==> src/rtl/seq_restoring_divider.sv <==
// Sequential unsigned restoring divider: one quotient bit per clock, WIDTH iterations.
// Results are registered on entry to DONE and held until the next result or reset.
module seq_restoring_divider #(
    parameter int WIDTH = 32
) (
    input  logic             clk,
    input  logic             rst,
    input  logic             start,
    input  logic [WIDTH-1:0] dividend,
    input  logic [WIDTH-1:0] divisor,
    output logic             busy,
    output logic             done,
    output logic [WIDTH-1:0] quotient,
    output logic [WIDTH-1:0] remainder,
    output logic             div_by_zero
);

    typedef enum logic [1:0] {
        IDLE = 2'd0,
        RUN  = 2'd1,
        DONE = 2'd2
    } state_t;

    localparam int CNT_W = (WIDTH > 1) ? $clog2(WIDTH) : 1;
    localparam logic [CNT_W-1:0] LAST_STEP = CNT_W'(WIDTH - 1);

    state_t           state;
    state_t           state_next;
    logic [CNT_W-1:0] count;
    logic [WIDTH-1:0] part_rem;
    logic [WIDTH-1:0] quo_shift;
    logic [WIDTH-1:0] div_r;

    logic             accept;
    logic             last_step;
    logic             divisor_zero;
    logic [WIDTH:0]   rem_shifted;
    logic [WIDTH+1:0] trial;
    logic             no_borrow;
    logic [WIDTH-1:0] step_rem;
    logic [WIDTH:0]   quo_wide;
    logic [WIDTH-1:0] step_quo;

    assign accept       = start && (state != RUN);
    assign last_step    = (state == RUN) && (count == LAST_STEP);
    assign divisor_zero = (divisor == '0);

    // One restoring step: the extra top bit of the WIDTH+1-bit subtraction is the borrow.
    assign rem_shifted = {part_rem, quo_shift[WIDTH-1]};
    assign trial       = {1'b0, rem_shifted} - {2'b00, div_r};
    assign no_borrow   = ~trial[WIDTH+1];
    assign step_rem    = no_borrow ? trial[WIDTH-1:0] : rem_shifted[WIDTH-1:0];
    assign quo_wide    = {quo_shift, no_borrow};
    assign step_quo    = quo_wide[WIDTH-1:0];

    // NOTE: state registers use non-blocking assignments so every flop samples pre-edge values.
    always_ff @(posedge clk) begin
        if (rst) begin
            state <= IDLE;
        end else begin
            state <= state_next;
        end
    end

    // NOTE: state_next gets a default before the case so no path leaves it unassigned (no latch).
    always_comb begin
        state_next = state;
        unique case (state)
            IDLE, DONE: begin
                if (start) begin
                    state_next = divisor_zero ? DONE : RUN;
                end else begin
                    state_next = IDLE;
                end
            end
            RUN: begin
                if (last_step) begin
                    state_next = DONE;
                end
            end
            default: state_next = IDLE;
        endcase
    end

    always_ff @(posedge clk) begin
        if (rst) begin
            count       <= '0;
            part_rem    <= '0;
            quo_shift   <= '0;
            div_r       <= '0;
            quotient    <= '0;
            remainder   <= '0;
            div_by_zero <= 1'b0;
        end else if (accept) begin
            count     <= '0;
            part_rem  <= '0;
            quo_shift <= dividend;
            div_r     <= divisor;
            // A zero divisor skips RUN and publishes the saturated result immediately.
            if (divisor_zero) begin
                quotient    <= '1;
                remainder   <= dividend;
                div_by_zero <= 1'b1;
            end
        end else if (state == RUN) begin
            count     <= count + 1'b1;
            part_rem  <= step_rem;
            quo_shift <= step_quo;
            if (last_step) begin
                quotient    <= step_quo;
                remainder   <= step_rem;
                div_by_zero <= 1'b0;
            end
        end
    end

    assign busy = (state == RUN);
    assign done = (state == DONE);

endmodule

==> config.mk <==
export PLATFORM = sky130hd
export DESIGN_NAME = seq_restoring_divider
export DESIGN_NICKNAME = d
export VERILOG_FILES = /design/src/rtl/seq_restoring_divider.sv
export SDC_FILE = /design/constraint.sdc
export NUM_CORES = 1
export LEC_CHECK = 0
export BUFFER_PORTS_ARGS = -buffer_cell sky130_fd_sc_hd__buf_2
export CAP_MARGIN = 40
export CORE_MARGIN = 2
export CORE_UTILIZATION = 52
export DETAILED_ROUTE_END_ITERATION = 10
export PLACE_DENSITY = 0.84
export SLEW_MARGIN = 30
export SYNTH_ARGS = -nofsm -noshare
export SYNTH_HDL_FRONTEND = slang
export SYNTH_SLANG_ARGS = --single-unit
==> constraint.sdc <==
create_clock -name clk -period 2.95 [get_ports clk]
set_input_delay 0.59 -clock clk [delete_from_list [all_inputs] [get_ports clk]]
set_output_delay 0.59 -clock clk [all_outputs]
set_load 0.02 [all_outputs]
==> flow_summary_export.csv <==
group,metric,value,unit
sta,slew_headroom,0.581,
setup_path,cp.arrival,3.24,ns
drt,dr_wl_met3,2430,um
drt,met1_length,10800,um
yosys,synth_edf_count,0,
die,die_h,135,um
drt,met2_wirelength,12000,um
finish,final_common_cell,"dfxtp_1",
finish,seq_area,3360,um^2
finish,drive_gt1_frac,0.221,
global_route,grt_pass1_wl,40600,um
finish,fin_util,0.649,
sta,fin_ws,-0.00151,ns
clocking,cts_root_buf,"clkbuf_16",
outcome,violations,"setup timing",
die,placementRows,47,
yosys,synth_flop_cell,"dfxtp_1",
finish,fin_nets,1330,
setup_path,max_stage_delay,0.51,ns
sta,fin_crit,2.95,ns
die,start_util,0.535,
setup_path,cp_num_buf_inv,0,
yosys,yosysWarnings,0,
finish,layout_common_cells,"167 x dfxtp_1, 132 x buf_2, 106 x a21oi_1, 100 x nand2_1, 84 x nor2_1",
outcome,outcome,"finished, violations left",
sta,skew,0.00927,ns
drt,via_per_inst,6.04,
finish,multiInputGateArea,5190,um^2
yosys,ys_ff_latch,168,
place,dp_hpwl,18100,um
yosys,synthesis.instances,1094,
setup_path,end_kind,"register",
setup_path,slowest_stage,"or4_4",
yosys,synth_nets,1196,
sta,hold_viol,0,
sta,rsz0062_at_grt,"yes",
global_route,overflow,0,
die,core_area,16600,um^2
setup_path,crit_chain,"ha_1 -> nand2_2 -> or4_4 -> or3_1 -> o32a_2 -> a21bo_4 -> nand2_4 -> mux2i_2 -> a21oi_1",
yosys,synth-seq-area-share,0.378,
setup_path,timing.setup.critical_path_class,"reg2reg",
place,portBuffers,133,
clocking,numCtsBuffers,17,
place,dpl_cell_area,9990,um^2
clocking,holdBufCountCts,0,
drt,drt_iter0_drc,1038,
die,io_pins,134,
global_route,grt.total_usage,0.280,
clocking,cts_tree,"done",
drt,drc,0,
min_path,worstHoldPathType,"in2reg",
finish,stdcell_area,10800,um^2
flow_run,maxCapViolations,0,
sta,finalSetupViolations,1,
setup_path,setup.worst_path.start_class,"register",
drt,firstDrtPassIters,6,
clocking,clkLatencyLatePin,0.43,ns
setup_path,worstPathMaxFanout,8,
clocking,cts_sinks,168,
yosys,synth_cell_types,68,
pwr,p_leak,4.68,nW
yosys,netlist_area,8910,um^2
global_route,grt_max_degree,104,
finish,fillers,1327,
clocking,clk_path_buf_depth,2,
die,die_w,135,um
drt,post_drt_wl_per_cell,17.8,um
global_route,grt_pass1_vias,8132,
clocking,htree_levels,4,
sta,slew_violations,0,
finish,diodes,0,
pwr,peakVddDrop,485,uV
yosys,syn_avg_cell_area,8.14,um^2
finish,layout-area-overhead-vs-synth,21.3,%
setup_path,critical_path.top_delay_family,"simple AND/OR/NAND/NOR gates",
pwr,power.density,650,nW/um^2
place,gp_congestion,0.922,
die,dieArea,18200,um^2
drt,finalWirelength,26100,um
sta,worstMarginPinSlew,0.627,ns
drt,topRoutingLayerUsed,"met4",
sta,fmax,0.339,GHz
setup_path,crit_required,3.23,ns
sta,fin_crit_sh,1.00,
clocking,clk_transition_reported_paths,0.07,ns
drt,vias,8822,
yosys,async_reset_ff_frac,0,
drt,drtAntennaViolNets,0,
global_route,antenna_found_initial,0,
[per-stage QoR]
stage | power [mW] | cells | TNS [ns] | hold slack, ns | setup slack (ns)
floorplan | 3.85 | 1094 | 0 | 0.423 | 0.141
CTS | 6.82 | 1459 | 0 | 0.393 | 0.0131
global route | 7.28 | 1461 | -0.508 | 0.401 | -0.0785
finish | 7.02 | 1461 | -0.00151 | 0.404 | -0.00151
global placement | 4.31 | 1426 | 0 | 0.437 | 0.00692
detailed placement | 4.35 | 1426 | -0.321 | 0.447 | -0.0919
[state kept, by name (all words and copies together), names as in the netlist]
name         count
count            5
div_by_zero      1
part_rem        32
state            2
div_r           32
quo_shift       32
remainder       32
quotient        32
[area by class of cell]
type / count / share of cell area
clock buffer: 22 / 0.0439
clock inverter: 10 / 0.0153
inverter: 45 / 0.0156
multi-input combinational: 801 / 0.481
sequential: 168 / 0.311
tap: 220 / 0.0255
timing repair buffer: 195 / 0.107
[power breakdown]
| part | internal [mW] | total, mW | switching [mW] |
|---|---|---|---|
| sequential | 2.37 | 2.47 | 0.0975 |
| combinational | 0.895 | 2.13 | 1.24 |
| clock | 1.49 | 2.42 | 0.931 |
[routing by layer]
layer / up-vias / GRT usage
li1: 4232 / -
met1: 4041 / 0.367
met2: 485 / 0.438
met3: 64 / 0.0713
met4: 0 / 0.118
met5: - / 0
[worst min-delay path, stage by stage]
cell and delay [ns]:
buf_2 0.10, nand2_1 0.05, a21oi_1 0.05
[synthesized netlist by cell type, types with 10 or more instances]
master    count  area, um^2
nand2_1     101         379
o21ai_1      18        90.1
nor2_1       85         319
a21oi_1     107         536
inv_1        45         169
nor3_1       75         375
nand3_1      19        95.1
o211ai_1     11        82.6
mux2i_1      53         531
and4_1       21         184
nor4_1       10        62.6
and3_1       10        62.6
dfxtp_1     168        3360
a211oi_1     41         308
clkbuf_1     66         248
a31oi_1      28         175
a21o_1       19         143
nand4_1      11        68.8
xnor2_1      18         158
ha_1         34         425
o21ai_0      52         260
[cells by family after synthesis]
logic type / after synthesis / synth area share
DFF: 168 / 0.378
muxes: 55 / 0.0621
AOI/OAI and AO/OA: 320 / 0.227
and+or+nand+nor: 364 / 0.200
adders and majority gates: 35 / 0.0500
buffers and inverters: 127 / 0.0590
xor gates and xnor gates: 25 / 0.0246
[worst paths after layout]
check                           cells past startpoint            to    startpoint  slack (ns)
worst max-delay path                                9  part_rem[25]  part_rem[12]      -0.002
worst min-delay path                                3     div_r[10]   divisor[10]        0.40
worst max register to register                      9  part_rem[25]  part_rem[12]      -0.002
worst min register to register                      2      div_r[8]      div_r[8]        0.45
[repair_timing]
item	4_1_cts	5_1_grt
pin swaps	0	4
endpoints found under the setup margin	19	62
resized for setup	7	25
gates cloned	1	1
setup buffers	0	1
Power figures use the tool's default switching activity.
